===== src/rtl/clock_enable_controller_pkg.sv =====
// Shared types and constants for the clock-enable scheduler.
package clkctl_pkg;

  parameter int CLKCTL_DIV_WIDTH = 16;

  // Smallest meaningful divisor; a programmed 0 behaves like this.
  localparam int DIV_MIN = 1;

  typedef logic [CLKCTL_DIV_WIDTH-1:0] divisor_t;

  typedef enum logic [1:0] {
    RUN    = 2'd0,
    HALTED = 2'd1,
    STEP   = 2'd2
  } ch0_state_e;

endpackage


===== src/rtl/clock_enable_controller_if.sv =====
// Config, debug handshake and enable-strobe bundle of the scheduler.
interface clock_enable_controller_if
  import clkctl_pkg::*;
#(
  parameter int NUM_CH    = 3,
  parameter int DIV_WIDTH = CLKCTL_DIV_WIDTH
);

  localparam int CH_W = (NUM_CH > 1) ? $clog2(NUM_CH) : 1;

  logic                 CfgWrite;
  logic [CH_W-1:0]      CfgChannel;
  logic [DIV_WIDTH-1:0] CfgDivisor;
  logic [NUM_CH-1:0]    CfgBusy;
  logic                 HaltReq;
  logic                 StepReq;
  logic                 StepAck;
  logic                 Halted;
  logic [NUM_CH-1:0]    Enable;

  modport master (
    output CfgWrite, CfgChannel, CfgDivisor, HaltReq, StepReq,
    input  CfgBusy, StepAck, Halted, Enable
  );

  modport slave (
    input  CfgWrite, CfgChannel, CfgDivisor, HaltReq, StepReq,
    output CfgBusy, StepAck, Halted, Enable
  );

endinterface


===== src/rtl/clock_enable_controller_channel.sv =====
// One enable channel: down-counter, active/pending divisor, busy flag and
// the registered strobe. Hold freezes the counter without pulsing, Fire
// forces a single pulse, Restart reloads the counter without pulsing.
module clock_enable_channel
  import clkctl_pkg::*;
#(
  parameter int DIV_WIDTH = CLKCTL_DIV_WIDTH,
  parameter int RESET_DIV = 1
) (
  input  logic                 Clock,
  input  logic                 Reset,
  input  logic                 CfgWrite,
  input  logic [DIV_WIDTH-1:0] CfgDivisor,
  input  logic                 Hold,
  input  logic                 Fire,
  input  logic                 Restart,
  output logic                 Terminal,
  output logic                 CfgBusy,
  output logic                 Enable
);

  localparam logic [DIV_WIDTH-1:0] RESET_ACT = DIV_WIDTH'(RESET_DIV);
  localparam logic [DIV_WIDTH-1:0] RESET_CNT =
    (RESET_DIV > DIV_MIN) ? DIV_WIDTH'(RESET_DIV - DIV_MIN) : '0;

  logic [DIV_WIDTH-1:0] count;
  logic [DIV_WIDTH-1:0] active_div;
  logic [DIV_WIDTH-1:0] pending_div;
  logic [DIV_WIDTH-1:0] next_div;
  logic [DIV_WIDTH-1:0] reload_val;
  logic                 busy;
  logic                 apply;

  assign Terminal   = (count == '0);
  assign apply      = Restart || (!Hold && Terminal);
  assign next_div   = busy ? pending_div : active_div;
  assign reload_val = (next_div == '0) ? '0 : next_div - 1'b1;
  assign CfgBusy    = busy;

  // Count down, pulse and reload at terminal count unless frozen.
  always_ff @(posedge Clock or negedge Reset) begin
    if (!Reset) begin
      count      <= RESET_CNT;
      active_div <= RESET_ACT;
      Enable     <= 1'b0;
    end else begin
      Enable <= Fire;
      if (Restart) begin
        count      <= reload_val;
        active_div <= next_div;
      end else if (!Hold) begin
        if (Terminal) begin
          Enable     <= 1'b1;
          count      <= reload_val;
          active_div <= next_div;
        end else begin
          count <= count - 1'b1;
        end
      end
    end
  end

  // Capture writes; a write on a reload edge stays pending for the next one.
  always_ff @(posedge Clock or negedge Reset) begin
    if (!Reset) begin
      pending_div <= RESET_ACT;
      busy        <= 1'b0;
    end else if (CfgWrite) begin
      pending_div <= CfgDivisor;
      busy        <= 1'b1;
    end else if (apply) begin
      busy <= 1'b0;
    end
  end

endmodule


===== src/rtl/clock_enable_controller.sv =====
// Clock-enable scheduler top: config decode, channel array and the
// channel-0 halt/single-step state machine.
module clock_enable_controller
  import clkctl_pkg::*;
#(
  parameter int NUM_CH    = 3,
  parameter int DIV_WIDTH = CLKCTL_DIV_WIDTH,
  parameter int RESET_DIV = 1
) (
  input  logic                      Clock,
  input  logic                      Reset,
  clock_enable_controller_if.slave  bus
);

  ch0_state_e        state;
  ch0_state_e        state_next;
  logic              hold0;
  logic              fire0;
  logic              restart0;
  logic [NUM_CH-1:0] term;
  logic [NUM_CH-1:0] busy_vec;
  logic [NUM_CH-1:0] en_vec;
  logic              unused_term;

  assign unused_term = ^term;

  for (genvar i = 0; i < NUM_CH; i++) begin : g_ch
    logic wr;
    assign wr = bus.CfgWrite && (int'(bus.CfgChannel) == i);

    clock_enable_channel #(
      .DIV_WIDTH (DIV_WIDTH),
      .RESET_DIV (RESET_DIV)
    ) u_channel (
      .Clock      (Clock),
      .Reset      (Reset),
      .CfgWrite   (wr),
      .CfgDivisor (bus.CfgDivisor),
      .Hold       ((i == 0) ? hold0 : 1'b0),
      .Fire       ((i == 0) ? fire0 : 1'b0),
      .Restart    ((i == 0) ? restart0 : 1'b0),
      .Terminal   (term[i]),
      .CfgBusy    (busy_vec[i]),
      .Enable     (en_vec[i])
    );
  end

  assign bus.Enable  = en_vec;
  assign bus.CfgBusy = busy_vec;
  assign bus.Halted  = (state != RUN);
  assign bus.StepAck = (state == STEP);

  // Channel-0 debug state register.
  always_ff @(posedge Clock or negedge Reset) begin
    if (!Reset) state <= RUN;
    else        state <= state_next;
  end

  // Halt at a terminal count, step on request (step wins), resume with reload.
  always_comb begin
    state_next = state;
    hold0      = 1'b0;
    fire0      = 1'b0;
    restart0   = 1'b0;
    case (state)
      RUN: begin
        if (bus.HaltReq && term[0]) begin
          hold0      = 1'b1;
          state_next = HALTED;
        end
      end
      HALTED: begin
        hold0 = 1'b1;
        if (bus.StepReq) begin
          fire0      = 1'b1;
          state_next = STEP;
        end else if (!bus.HaltReq) begin
          hold0      = 1'b0;
          restart0   = 1'b1;
          state_next = RUN;
        end
      end
      STEP: begin
        hold0 = 1'b1;
        if (!bus.StepReq) state_next = HALTED;
      end
      default: state_next = RUN;
    endcase
  end

endmodule


===== src/flat_wrapper.sv =====
// flat-port wrapper written by rule: the top's interface ports become plain ports
module clock_enable_controller_flat import clkctl_pkg::*;
#(
  parameter int NUM_CH    = 3,
  parameter int DIV_WIDTH = CLKCTL_DIV_WIDTH,
  parameter int RESET_DIV = 1
)
  (Clock, Reset, bus_CfgWrite, bus_CfgChannel, bus_CfgDivisor, bus_HaltReq, bus_StepReq, bus_CfgBusy, bus_StepAck, bus_Halted, bus_Enable);
  clock_enable_controller_if #(.NUM_CH(NUM_CH), .DIV_WIDTH(DIV_WIDTH)) bus_i ();
  input  logic Clock;
  input  logic Reset;
  input wire logic [$bits(bus_i.CfgWrite)-1:0] bus_CfgWrite;
  input wire logic [$bits(bus_i.CfgChannel)-1:0] bus_CfgChannel;
  input wire logic [$bits(bus_i.CfgDivisor)-1:0] bus_CfgDivisor;
  input wire logic [$bits(bus_i.HaltReq)-1:0] bus_HaltReq;
  input wire logic [$bits(bus_i.StepReq)-1:0] bus_StepReq;
  output wire logic [$bits(bus_i.CfgBusy)-1:0] bus_CfgBusy;
  output wire logic [$bits(bus_i.StepAck)-1:0] bus_StepAck;
  output wire logic [$bits(bus_i.Halted)-1:0] bus_Halted;
  output wire logic [$bits(bus_i.Enable)-1:0] bus_Enable;
  assign bus_i.CfgWrite = bus_CfgWrite;
  assign bus_i.CfgChannel = bus_CfgChannel;
  assign bus_i.CfgDivisor = bus_CfgDivisor;
  assign bus_i.HaltReq = bus_HaltReq;
  assign bus_i.StepReq = bus_StepReq;
  assign bus_CfgBusy = bus_i.CfgBusy;
  assign bus_StepAck = bus_i.StepAck;
  assign bus_Halted = bus_i.Halted;
  assign bus_Enable = bus_i.Enable;
  clock_enable_controller #(.NUM_CH(NUM_CH), .DIV_WIDTH(DIV_WIDTH), .RESET_DIV(RESET_DIV)) u_core (.Clock(Clock), .Reset(Reset), .bus(bus_i));
endmodule

===== config.mk =====
export PLATFORM = sky130hd
export DESIGN_NAME = clock_enable_controller_flat
export DESIGN_NICKNAME = d
export VERILOG_FILES = /design/src/rtl/clock_enable_controller_pkg.sv /design/src/rtl/clock_enable_controller_if.sv /design/src/rtl/clock_enable_controller_channel.sv /design/src/rtl/clock_enable_controller.sv /design/src/flat_wrapper.sv
export SDC_FILE = /design/constraint.sdc
export NUM_CORES = 1
export LEC_CHECK = 0
export CORE_UTILIZATION = 40
export CTS_BUF_LIST = sky130_fd_sc_hd__clkbuf_4 sky130_fd_sc_hd__clkbuf_8
export DETAILED_ROUTE_END_ITERATION = 12
export HOLD_SLACK_MARGIN = 0.12
export SLEW_MARGIN = 20
export SYNTH_ARGS = -nofsm -noshare
export SYNTH_HDL_FRONTEND = slang
export SYNTH_SLANG_ARGS = --single-unit

===== constraint.sdc =====
create_clock -name Clock -period 4.2 [get_ports Clock]
set_input_delay 0.84 -clock Clock [delete_from_list [all_inputs] [get_ports Clock]]
set_output_delay 0.84 -clock Clock [all_outputs]
set_load 0.1 [all_outputs]

==> run metrics, run 1 <==
status=complete, no violations; Worst Skew=roughly 0.0095 ns; max-cap violations=0; Ys Warns=0; share of layout cells above drive strength 1=roughly a fifth; RR Endpoint=u_core.g_ch[0].u_channel.count[13]; Util after Layout=a little under half; I/O Pins=31; DR vias=between 6,000 and 7,000; worst r2r path cells=7; ant diodes=0; row cnt=53; Syn Area/Cell=around 11 µm²; Flop pwr share=between 40% and 50%; largest net degree at the start of global routing=a little over 70; initial core utilization=roughly 40%; routed len/inst=about 17 µm; Area Growth Syn to Fin=11.3%; nets=between 800 and 900; critical path data arrival time=approximately 2.2 ns; crit path max fanout=5; Async S/R FF share, synth=100%; Comb power frac=between 20 and 30%; vias per cell=approximately 5.6; Starting DRT DRC Count=350; GRT Total Usage=between 10% and 20%; Seq/Total Area, Yosys=around 45%; Die ar.=21,900 µm²; Clock power frac=around 26%; hold violation total from the final report=0; switching pwr=about 0.0015 W; Port Buffers=30; Least-Margin Pin Slew=between 0.9 and 1 ns; Final Slew Violations=0; vias in the first global route=~6,000; Hold Path Class=in2async; EDFF count, synth=0; maximum vdd ir drop=~230 µV; Worst R2R Start=u_core.g_ch[0].u_channel.CfgBusy; Pwr per Cell Area=roughly 470 nW/µm²; final setup violating endpoints=0; post-route ant nets=0; cell area after layout=9480 µm²; Post-DP Area=slightly above 9000 µm²; CTS H-tree lvls=4; clock slew at reported path FFs=approximately 0.080 ns; initial antenna violation count=0; Congestion Overflow GR=0; cts hold-fix bufs=0; syn_nets=approximately 800; P_int=0.00295 W; Sw Share=around a third; Post-CTS Setup Bufs=0; gp weighted congestion=between 0.7 and 0.8; Worst-Skew Late Latency=0.45 ns; leak pwr=between 4 and 5 nW; f_max=324 MHz; unrepaired setup endpoints after global routing=false; required time worst endpoint=3.36 ns; Post-route DRC=0; die width=148 µm; wirelength, routed=between 15 and 20 mm; CTS tree=done; setup TNS=0 ns; CP Class=reg2out; Longest Clk Path Bufs=2; TritonRoute pass-1 iters=5; Yosys reg bits=between 150 and 200; first-pass GRT wire length=31.8 mm; Yosys cell types=76; Root Driver=clkbuf_8; WHS=roughly 0.38 ns; core footprint=around 21,000 µm²; Worst Setup End Kind=output port; Setup crit start kind=flip-flop; Reg2Reg Setup Slack=between 1 and 1.5 ns; Die H=about 150 µm; PostCTS Resize Cnt=0; ys flop type=dfrtp_1; # clock sinks=~150; Gate Count Post-Synth=788; CTS Buf Count=17; post-DP HPWL=about 14 mm; Tmin final=slightly above 3 ns; worst rel slew slack=around 34%; post-synthesis cell area=~8500 µm²; period utilization=around three quarters
-- worst max-delay path, stage by stage, from the launching register on --
cell,delay [ns]
dfrtp_1,0.42
nand2b_1,0.19
inv_1,0.06
clkdlybuf4s50_1,1.12
-- worst max-delay path by stage --
stage / startpoint / end / slack [ns] / cells after the start
6_report: u_core.state[0] / bus_StepAck / 1.12 / 3
2_1_floorplan: u_core.g_ch[0].u_channel.CfgBusy / u_core.g_ch[0].u_channel.count[3] / 0.73 / 12
3_5_place_dp: bus_StepReq / u_core.g_ch[0].u_channel.active_div[2] / 0.99 / 6
3_3_place_gp: bus_StepReq / u_core.g_ch[0].u_channel.active_div[2] / 1.06 / 6
5_1_grt: u_core.g_ch[0].u_channel.CfgBusy / u_core.g_ch[0].u_channel.count[12] / 0.83 / 7
4_1_cts: u_core.state[0] / bus_StepAck / 1.09 / 3
-- registers in the layout, indices dropped and copies added (netlist names) --
register / count
u_core.g_ch.u_channel.active_div: 48
u_core.g_ch.u_channel.count: 48
u_core.g_ch.u_channel.CfgBusy: 3
u_core.state: 2
u_core.g_ch.u_channel.Enable: 3
u_core.g_ch.u_channel.pending_div: 48
-- final cells by class --
| cell class | instances | area [µm²] |
|---|---|---|
| fillers | 2026 | 11500 |
| multi-input cells | 578 | 4450 |
| flip-flops and latches | 152 | 3810 |
| repair buffers | 42 | 397 |
| well taps | 275 | 344 |
| clock buffers | 22 | 284 |
| clock inverters | 10 | 119 |
| inverters | 20 | 75.1 |
-- kinds of logic after synthesis --
family	share of synthesized area [%]
and+or+nand+nor	15.2
adders and majority gates	1.32
muxes	16.8
xor gates and xnor gates	5.86
DFF	44.7
buffers and inverters	3.13
AOI/OAI and AO/OA	12.9
-- cells in the final DEF (no fill, tap or decap), drive strengths merged, types with 3 or more instances in the layout --
master | netlist | final
clkdlybuf4s50 | 0 | 26
clkinvlp | 0 | 3
dfrtp | 146 | 146
or4b | 4 | 4
o31ai | 6 | 6
a31oi | 3 | 3
o2111ai | 3 | 3
dfstp | 6 | 6
a21oi | 27 | 27
a21boi | 3 | 3
nand3 | 5 | 5
nor3b | 12 | 12
xnor2 | 30 | 30
mux2 | 88 | 88
xor2 | 27 | 27
or3 | 12 | 12
o22ai | 29 | 29
clkbuf | 16 | 22
a211oi | 6 | 6
a21o | 3 | 3
o211ai | 7 | 7
nor3 | 55 | 55
nor2b | 6 | 6
nand2b | 3 | 3
o221ai | 15 | 15
o21ai | 31 | 31
or2 | 5 | 5
and3 | 4 | 4
nand3b | 4 | 4
clkinv | 0 | 3
buf | 22 | 16
nor4 | 16 | 16
nor2 | 52 | 52
inv | 20 | 22
o211a | 3 | 3
nor4b | 9 | 9
mux2i | 44 | 44
ha | 9 | 9
or4 | 7 | 7
nand2 | 24 | 24
-- routing by layer --
layer | up-vias | part of all wire [%] | track usage (%) | wire, µm
li1 | 2998 | - | - | -
met1 | 3092 | 50 | 27.1 | 9570
met2 | 88 | 45 | 27.6 | 8560
met3 | 25 | 3.2 | 3.15 | 604
met4 | 0 | 1.6 | 6.60 | 306
met5 | - | 0 | 0 | 0
-- Yosys cell counts, types with 3 or more instances --
master / n / area share [%]
mux2_2: 71 / 9.4
xor2_1: 27 / 2.8
or4_1: 6 / 0.53
nor4b_1: 7 / 0.72
mux2_1: 17 / 2.2
buf_4: 8 / 0.71
o22ai_1: 27 / 2.0
nor2b_1: 6 / 0.44
or3_1: 11 / 0.81
nor4_1: 14 / 1.0
buf_2: 9 / 0.53
clkbuf_1: 16 / 0.71
ha_1: 9 / 1.3
xnor2_1: 30 / 3.1
inv_1: 20 / 0.88
a211oi_1: 6 / 0.53
nand3_1: 5 / 0.29
o211ai_1: 6 / 0.53
o211a_1: 3 / 0.35
nand2b_1: 3 / 0.22
buf_1: 4 / 0.18
o31ai_1: 5 / 0.44
nor3_1: 53 / 3.1
or2_2: 4 / 0.29
a21o_1: 3 / 0.26
o21ai_1: 3 / 0.18
a21boi_0: 3 / 0.26
and3_1: 4 / 0.29
dfstp_2: 6 / 1.9
nor2_1: 51 / 2.2
o21ai_0: 28 / 1.6
nand3b_1: 4 / 0.35
a21oi_1: 26 / 1.5
mux2i_1: 44 / 5.2
o221ai_1: 9 / 0.93
nand2_1: 23 / 1.0
o221ai_2: 6 / 1.1
nor3b_1: 12 / 1.1
o2111ai_1: 3 / 0.31
dfrtp_1: 146 / 43
a31oi_1: 3 / 0.22
-- through the flow --
stage / cells / setup slack (ns) / power [W]
finish: 1099 / 1.12 / 0.00442
global route: 1099 / 0.830 / 0.00472
CTS: 1099 / 1.09 / 0.00446
detailed placement: 1067 / 0.994 / 0.00331
global placement: 1067 / 1.06 / 0.00329
floorplan: 788 / 0.732 / 0.00296
-- power groups by stage --
stage	combinational, W	clock, W	sequential (W)
after CTS	0.00113	0.00117	0.00216
after global placement	0.00111	0	0.00218
after global routing	0.00127	0.00124	0.00222
after detailed placement	0.00113	0	0.00218
final	0.00112	0.00114	0.00216
after floorplan	0.000900	0	0.00206
Note: power is estimated with default switching activity, not from simulation.
==> inputs of run 2 (changes only) <==
==> constraint.sdc (replaced) <==
create_clock -name Clock -period 2.52 [get_ports Clock]
set_input_delay 0.504 -clock Clock [delete_from_list [all_inputs] [get_ports Clock]]
set_output_delay 0.504 -clock Clock [all_outputs]
set_load 0.1 [all_outputs]
==> run metrics, run 2 (synthesis results as in run 1) <==
Tmin final=~2.5 ns; Worst Skew=0.00791 ns; met1 Usage GRT=~28%; post-DP HPWL=14.7 mm; fill cell count=roughly 2,000; Hold Path Cell Cnt=2; Pwr per Cell Area=~740 nW/µm²; Port Buffers=30; Die H=~150 µm; Worst R2R Start=u_core.g_ch[0].u_channel.count[1]; max-cap violations=0; RR Endpoint=u_core.g_ch[0].u_channel.count[13]; I/O Pins=31; # clock sinks=between 150 and 200; post-route ant nets=0; Worst-Skew Late Latency=about 0.45 ns; Hold Path Class=reg2reg; setup TNS=0 ns; Post-Place Cells=roughly 1,100; Post-DP Area=between 9000 and 10,000 µm²; crit path max fanout=8; row cnt=53; CTS H-tree lvls=4; nets=around 900; die width=around 150 µm; initial core utilization=40.6%; Setup crit start kind=flip-flop; CP Cell Sequence=inv_2 -> ha_4 -> or4b_4 -> nor4_4 -> buf_4 -> nor2_4 -> or3_4 -> o221ai_2; leak pwr=approximately 4.4 nW; Slowest cell on crit path=or3_4; status=complete, no violations; Longest Clk Path Bufs=2; gp weighted congestion=0.801; CTS tree=done; Least-Margin Pin Slew=slightly below 0.6 ns; slowest stage delay, CP=0.49 ns; CTS Buf Count=17; Largest regs=u_core.g_ch.u_channel.active_div x48, u_core.g_ch.u_channel.count x48, u_core.g_ch.u_channel.pending_div x48; Worst Setup End Kind=flip-flop; Die ar.=~22,000 µm²; largest net degree at the start of global routing=between 50 and 60; Root Driver=clkbuf_8; DR vias=between 6,000 and 7,000; Area Growth Syn to Fin=18.2%; cell area after layout=10,100 µm²; GRT Total Usage=between 15 and 20%; required time worst endpoint=around 2.9 ns; routed len/inst=17.6 µm; share of layout cells above drive strength 1=between 20% and 30%; commonest non-fill, non-tap cell in the layout=dfrtp_1; met2 Resource Use GR=between 20% and 30%; period utilization=99.1%; post-route insts no fill=1,153; Post-route DRC=0; vias per cell=5.55; min-delay src=u_core.g_ch[1].u_channel.active_div[0]; f_max=400 MHz; worst r2r path cells=8; Final Slew Violations=0; Starting DRT DRC Count=380; hold violation total from the final report=0; met3 Resource Use GR=2.99%; Congestion Overflow GR=0; vias in the first global route=around 6,300; CP Class=reg2reg; TritonRoute pass-1 iters=4; Multi-input gate area=about 4600 µm²; wirelength, routed=~20 mm; worst rel slew slack=slightly above 60%; Reg2Reg Setup Slack=between 0.02 and 0.025 ns; ant diodes=0; Reg area=3810 µm²; layer with the highest usage=met2; clock slew at reported path FFs=approximately 0.080 ns; first-pass GRT wire length=approximately 34 mm; initial antenna violation count=0; WHS=just under 0.5 ns; maximum vdd ir drop=279 µV; unrepaired setup endpoints after global routing=true; commonest non-fill, non-tap cells in the layout=dfrtp_1 (144), mux2_2 (70), buf_4 (64); Hold Crit Endpoint=u_core.g_ch[1].u_channel.active_div[0]; critical path data arrival time=~2.9 ns; final setup violating endpoints=0; CP top delay family=simple AND/OR/NAND/NOR gates; Util after Layout=48.1%; core footprint=between 20,000 and 25,000 µm²; Buf/Inv on CP=2
## run 2: changes by cell type in the layout (fill, tap and decap cells not counted), sizes merged
cell | previous run | this run
clkinvlp | 3 | 7
bufinv | 2 | 1
buf | 16 | 73
dlygate4sd3 | 0 | 1
clkdlybuf4s50 | 26 | 21
or3 | 12 | 13
clkbuf | 22 | 19
## run 2: cell type report
class                   count  share of cell area, %
flip-flops and latches    152                   37.9
clock inverters            13                   1.22
clock buffers              19                   2.53
multi-input cells         579                   45.6
inverters                  20                  0.746
repair buffers             95                   8.66
well taps                 275                   3.42
## run 2: routing by layer
layer / wire length [µm] / share of wire [%] / vias up
li1: - / - / 3091
met1: 10100 / 50 / 3192
met2: 9350 / 46 / 101
met3: 674 / 3.3 / 17
met4: 207 / 1.0 / 0
met5: 0 / 0 / -
## run 2: repair_timing
action,in CTS,in global routing
cloned,0,1
resized for setup,1,20
pin swaps,0,12
endpoints found under the hold margin,51,0
setup endpoints to repair,1,27
hold buffers,1,0
buffers inserted,0,6
## run 2: worst reg2reg max path, stage by stage, from the launching register on
cell,delay [ns]
dfrtp_1,0.41
inv_2,0.09
ha_4,0.11
or4b_4,0.46
nor4_4,0.42
buf_4,0.20
nor2_4,0.05
or3_4,0.49
o221ai_2,0.18
## run 2: worst max-delay path by stage
stage	startpoint	endpoint	cells past startpoint	slack [ns]
finish	u_core.g_ch[0].u_channel.count[1]	u_core.g_ch[0].u_channel.count[13]	8	0.02
global route	u_core.g_ch[0].u_channel.count[1]	u_core.g_ch[0].u_channel.count[13]	8	-0.05
CTS	u_core.g_ch[0].u_channel.count[11]	u_core.g_ch[0].u_channel.count[13]	6	0.003
detailed placement	u_core.g_ch[0].u_channel.count[1]	u_core.g_ch[0].u_channel.count[13]	8	0.006
global placement	u_core.g_ch[0].u_channel.count[1]	u_core.g_ch[0].u_channel.count[13]	8	0.06
floorplan	u_core.g_ch[0].u_channel.CfgBusy	u_core.g_ch[0].u_channel.count[3]	12	-0.26
## run 2: metrics by stage
stage	power (W)	worst slack [ns]
2_1_floorplan	0.00495	-0.257
3_3_place_gp	0.00565	0.0636
3_5_place_dp	0.00570	0.00604
4_1_cts	0.00749	0.00268
5_1_grt	0.00801	-0.0524
6_report	0.00749	0.0226
## run 2: report_power, final
group / internal [W] / total (W) / switching (W)
sequential: 0.00300 / 0.00358 / 0.000578
combinational: 0.00111 / 0.00214 / 0.00103
clock: 0.000821 / 0.00177 / 0.000951
total: 0.00493 / 0.00749 / 0.00256
==> patch 1: new RTL, flow settings as in run 2 <==
Re-encode `ch0_state_e` (3 states) as one-hot, 3 bits wide.
--- a/src/rtl/clock_enable_controller_pkg.sv
+++ b/src/rtl/clock_enable_controller_pkg.sv
@@ -10,6 +10,6 @@
 
-  typedef enum logic [1:0] {
-    RUN    = 2'd0,
-    HALTED = 2'd1,
-    STEP   = 2'd2
+  typedef enum logic [2:0] {
+    RUN    = 3'b001,
+    HALTED = 3'b010,
+    STEP   = 3'b100
   } ch0_state_e;
Formal check against the unedited RTL: same outputs for any inputs over 4 cycles, from zero or initial values and one cycle with Reset low; so few cycles prove little.
==> patch 1 against run 2 <==
Critical path depth fell by 2. Cell area fell by 3.3%. Sequential cell count rose by 1. Wire length fell by 9.0%. Worst setup slack improved by 0.060 ns. Maximum frequency rose by 2.5%. Area after synthesis fell by 2.1%. Total power fell by 8.7%.
==> patch 1: results (changes against run 2) <==
The slew at the pin closest to its max-slew limit is 0.628 ns (was 0.589 ns). The initial detailed-routing violation count is 325 (was 380). The number of detailed-routing iterations run before antenna repair came to 6 (was 4). The standby leakage power came out at 4.38 nW (was 4.40 nW). The post-synthesis net count came out at 816 (was 820). The ratio of cells with drive above 1 in the final layout came out at 25.1% (was 27.0%).

The part of the Yosys area used for sequential elements came out at 46.0% (was 44.7%). The kind of cell adding the most delay to the critical path is simple AND/OR/NAND/NOR gates (unchanged). The first-pass GRT wire length came out at 31,900 um (was 33,500 um). Cell types with the highest counts after synthesis: dfrtp_1 (146), mux2_2 (76), nor2_1 (55) (was dfrtp_1 (146), mux2_2 (71), nor3_1 (53)).

The number of distinct standard cells referenced by the synthesized netlist came out at 64 (was 76). The slowest library cell on the worst path is or4_1 (was or3_4). The net total in the final layout is 886 (was 897). The beginning of the critical path was u_core.g_ch[2].u_channel.count[7] (was u_core.g_ch[0].u_channel.count[1]). The destination of the worst register-to-register timing path is u_core.g_ch[2].u_channel.active_div[7] (was u_core.g_ch[0].u_channel.count[13]).

Result of the run: completed (unchanged). The stage delay of the slowest cell on the critical path is 0.59 ns (was 0.49 ns). The number of global-route vias before repair was 6,082 (was 6,322). The critical hold path startpoint is u_core.g_ch[1].u_channel.active_div[7] (was u_core.g_ch[1].u_channel.active_div[0]).

The routability-driven placement congestion ratio was 0.799 (was 0.801). The worst-case register-to-register setup slack is 0.08 ns (was 0.02 ns). The length in cells of the worst reg-to-reg path is 6 (was 8). The highest net fanout along the worst path came out at 7 (was 8). The post-detailed-route via-to-cell ratio is 5.34 (was 5.55). The overall fraction of global-route tracks in use is 18.7% (was 19.5%).

The worst-case hold path end point was u_core.g_ch[1].u_channel.active_div[7] (was u_core.g_ch[1].u_channel.active_div[0]). The placed wire-length estimate after detailed placement is 13,600 um (was 14,700 um). Cell types with the largest area share after synthesis: dfrtp_1 (44%), mux2_2 (10%), mux2i_1 (5.3%) (was dfrtp_1 (43%), mux2_2 (9.4%), mux2i_1 (5.2%)).
patch 1: worst max path at each step:
| stage | endpoint | slack [ns] | cells after the start |
|---|---|---|---|
| CTS | u_core.g_ch[2].u_channel.active_div[9] | 0.06 | 5 |
| global route | u_core.g_ch[2].u_channel.count[10] | -0.01 | 7 |
| detailed placement | u_core.g_ch[0].u_channel.count[7] | 0.05 | 7 |
| floorplan | u_core.g_ch[0].u_channel.count[8] | -0.004 | 10 |
| finish | u_core.g_ch[2].u_channel.active_div[7] | 0.08 | 6 |
| global placement | u_core.g_ch[0].u_channel.active_div[8] | 0.08 | 8 |
patch 1: power breakdown:
group / total, mW / switching, mW / leakage [nW] / internal, mW
clock: 1.95 / 0.954 / 0.207 / 0.996
sequential: 3.34 / 0.446 / 1.88 / 2.89
combinational: 1.55 / 0.733 / 2.30 / 0.813
total: 6.84 / 2.13 / 4.38 / 4.70
patch 1: cells by family (layout without fill, tap and decap cells):
| group | after synthesis | in the layout | synth area share, % |
|---|---|---|---|
| flip-flops | 153 | 153 | 46.0 |
| XOR/XNOR | 60 | 60 | 6.31 |
| multiplexers | 130 | 130 | 17.4 |
| buffers and inverters | 53 | 136 | 3.05 |
| AO/OA/AOI/OAI | 143 | 143 | 10.5 |
| AND/OR/NAND/NOR | 236 | 236 | 15.4 |
| adder cells (fa/ha/maj) | 9 | 9 | 1.35 |
patch 1: routing by layer:
layer  part of all wire [%]  routed length [um]  global-route usage [%]
met1                     50                9330                    26.5
met3                    2.5                 457                    2.97
met4                    1.1                 207                    6.20
met5                      0                   0                       0
met2                     46                8520                    29.0
patch 1: layout make-up:
| cell class | instances | area, um^2 |
|---|---|---|
| Sequential cell | 153 | 3840 |
| Fill cell | 1936 | 10600 |
| Clock buffer | 18 | 241 |
| Inverter | 15 | 56.3 |
| Multi-Input combinational cell | 578 | 4260 |
| Clock inverter | 14 | 173 |
| Timing Repair Buffer | 89 | 827 |
| Tap cell | 270 | 338 |
patch 1: worst register-to-register path: stages (launching register included):
cell and delay (ns):
dfrtp_1 0.43, or4_1 0.60, or3_1 0.43, nor3_4 0.22, buf_4 0.17, buf_4 0.16
mux2_2 0.33
patch 1: repair_timing:
item / CTS / global route
setup buffers: 0 / 2
hold endpoints to repair: 46 / 0
setup endpoints to repair: 0 / 15
hold buffers: 1 / 0
gates resized for setup: 0 / 3
patch 1: metrics by stage:
stage | hold slack, ns | area, um^2 | util (%)
after global placement | 0.467 | 9290 | 45.8
after floorplan | 0.208 | 8370 | -
final | 0.490 | 9740 | 48.0
after global routing | 0.529 | 9740 | 48.0
after CTS | 0.493 | 9720 | 47.9
after detailed placement | 0.474 | 9290 | 45.8
==> patch 2: new RTL, settings of run 2 <==
Without the edit above. Change the package constant `CLKCTL_DIV_WIDTH` from 16 to 12.
--- a/src/rtl/clock_enable_controller_pkg.sv
+++ b/src/rtl/clock_enable_controller_pkg.sv
@@ -3,3 +3,3 @@
 
-  parameter int CLKCTL_DIV_WIDTH = 16;
+  parameter int CLKCTL_DIV_WIDTH = 12;
 
Ports: changed (resized bus_CfgDivisor); port bits go from 31 to 27. No check against the original RTL was run, so the function may have changed too.
==> patch 2 against run 2 <==
Die area is 23% lower. Wire length is 29% lower. Cell area is 24% lower. Utilization is 0.13 points lower. Largest cell class unchanged. Count of clock-buffer cells in the layout is 1 higher. Critical path type unchanged. Sequential share of layout area is 0.38 points higher. Worst setup slack better by 0.15 ns. Area after synthesis is 24% lower. Sequential cell count is 36 lower. Total power is 5.9% lower. Cell count is 23% lower.
==> patch 2: results (changes against run 2) <==
Result of the run: completed (unchanged). The slew at the pin closest to its max-slew limit is 0.778 ns (was 0.589 ns). The ratio of cells with drive above 1 in the final layout came out at 25.7% (was 27.0%).

The post-synthesis net count is 635 (was 820). The overall routed net length is 14,400 um (was 20,300 um). The placed wire-length estimate after detailed placement came out at 10,800 um (was 14,700 um). The pre-CTS setup slack is 0.0246 ns (was 0.00604 ns). The post-place instance area came out at 7210 um^2 (was 9540 um^2).

The beginning of the critical path is u_core.g_ch[0].u_channel.CfgBusy (was u_core.g_ch[0].u_channel.count[1]). The final cell utilization of the core was 47.9% (was 48.1%). The part of the Yosys area used for sequential elements came out at 44.8% (was 44.7%). The length in cells of the worst reg-to-reg path came out at 7 (was 8). Cell types with the highest counts after synthesis: dfrtp_1 (110), mux2_2 (57), mux2i_1 (39) (was dfrtp_1 (146), mux2_2 (71), nor3_1 (53)). The total vias in the final route is 4,796 (was 6,401).

The setup clock skew after layout is 0.0129 ns (was 0.00791 ns). The overall fraction of global-route tracks in use came out at 19.0% (was 19.5%). The number of global-route vias before repair is 4,902 (was 6,322). The maximum number of pins on one net before global-route repair was 61 (was 58). The number of buffer cells added on primary ports came out at 26 (was 30). The destination of the worst register-to-register timing path is u_core.g_ch[0].u_channel.count[10] (was u_core.g_ch[0].u_channel.count[13]). The number of distinct standard cells referenced by the synthesized netlist came out at 65 (was 76).

The synthesized netlist cell count is 606 (was 788). The source of the worst register-to-register timing path is u_core.g_ch[0].u_channel.CfgBusy (was u_core.g_ch[0].u_channel.count[1]). The instance count after placement with tap cells included came to 857 (was 1,113). The first-pass GRT wire length is 24,500 um (was 33,500 um).
patch 2: power by group:
part / internal [mW] / total (mW) / switching (mW)
combinational: 1.12 / 2.25 / 1.13
clock: 0.910 / 1.68 / 0.769
sequential: 2.49 / 3.12 / 0.625
total: 4.53 / 7.05 / 2.52
patch 2: what timing repair did:
| action | in CTS | in global routing |
|---|---|---|
| hold buffers | 1 | 0 |
| endpoints found under the setup margin | 0 | 4 |
| gates resized for setup | 0 | 1 |
| hold endpoints to repair | 17 | 0 |
patch 2: routing by layer:
layer	up-vias	routed length, um	track usage, %
met2	72	6910	31.0
met1	2371	6750	24.8
met4	0	194	5.81
met3	19	518	4.71
met5	-	0	0
li1	2334	-	-
patch 2: kinds of logic after synthesis:
| group | Yosys count | synth area share (%) |
|---|---|---|
| and+or+nand+nor | 184 | 17.0 |
| DFF | 116 | 44.8 |
| AOI/OAI and AO/OA | 109 | 10.9 |
| muxes | 96 | 15.9 |
| buffers and inverters | 49 | 3.80 |
| xor gates and xnor gates | 42 | 5.67 |
| adders and majority gates | 10 | 1.93 |
patch 2: cell type report:
cell class                      count  area share, %
Clock buffer                       20           3.37
Clock inverter                     12           1.74
Inverter                           21           1.04
Multi-Input combinational cell    441           44.2
Sequential cell                   116           38.2
Tap cell                          216           3.55
Timing Repair Buffer               64           7.89
patch 2: critical path, cell delays in order, from the launching register on:
cell and delay (ns):
dfrtp_2 0.46, mux2i_2 0.30, ha_1 0.22, nor4b_1 0.25
a2bb2oi_1 0.12, or2_1 0.34, and3_4 0.23, a221o_1 0.32
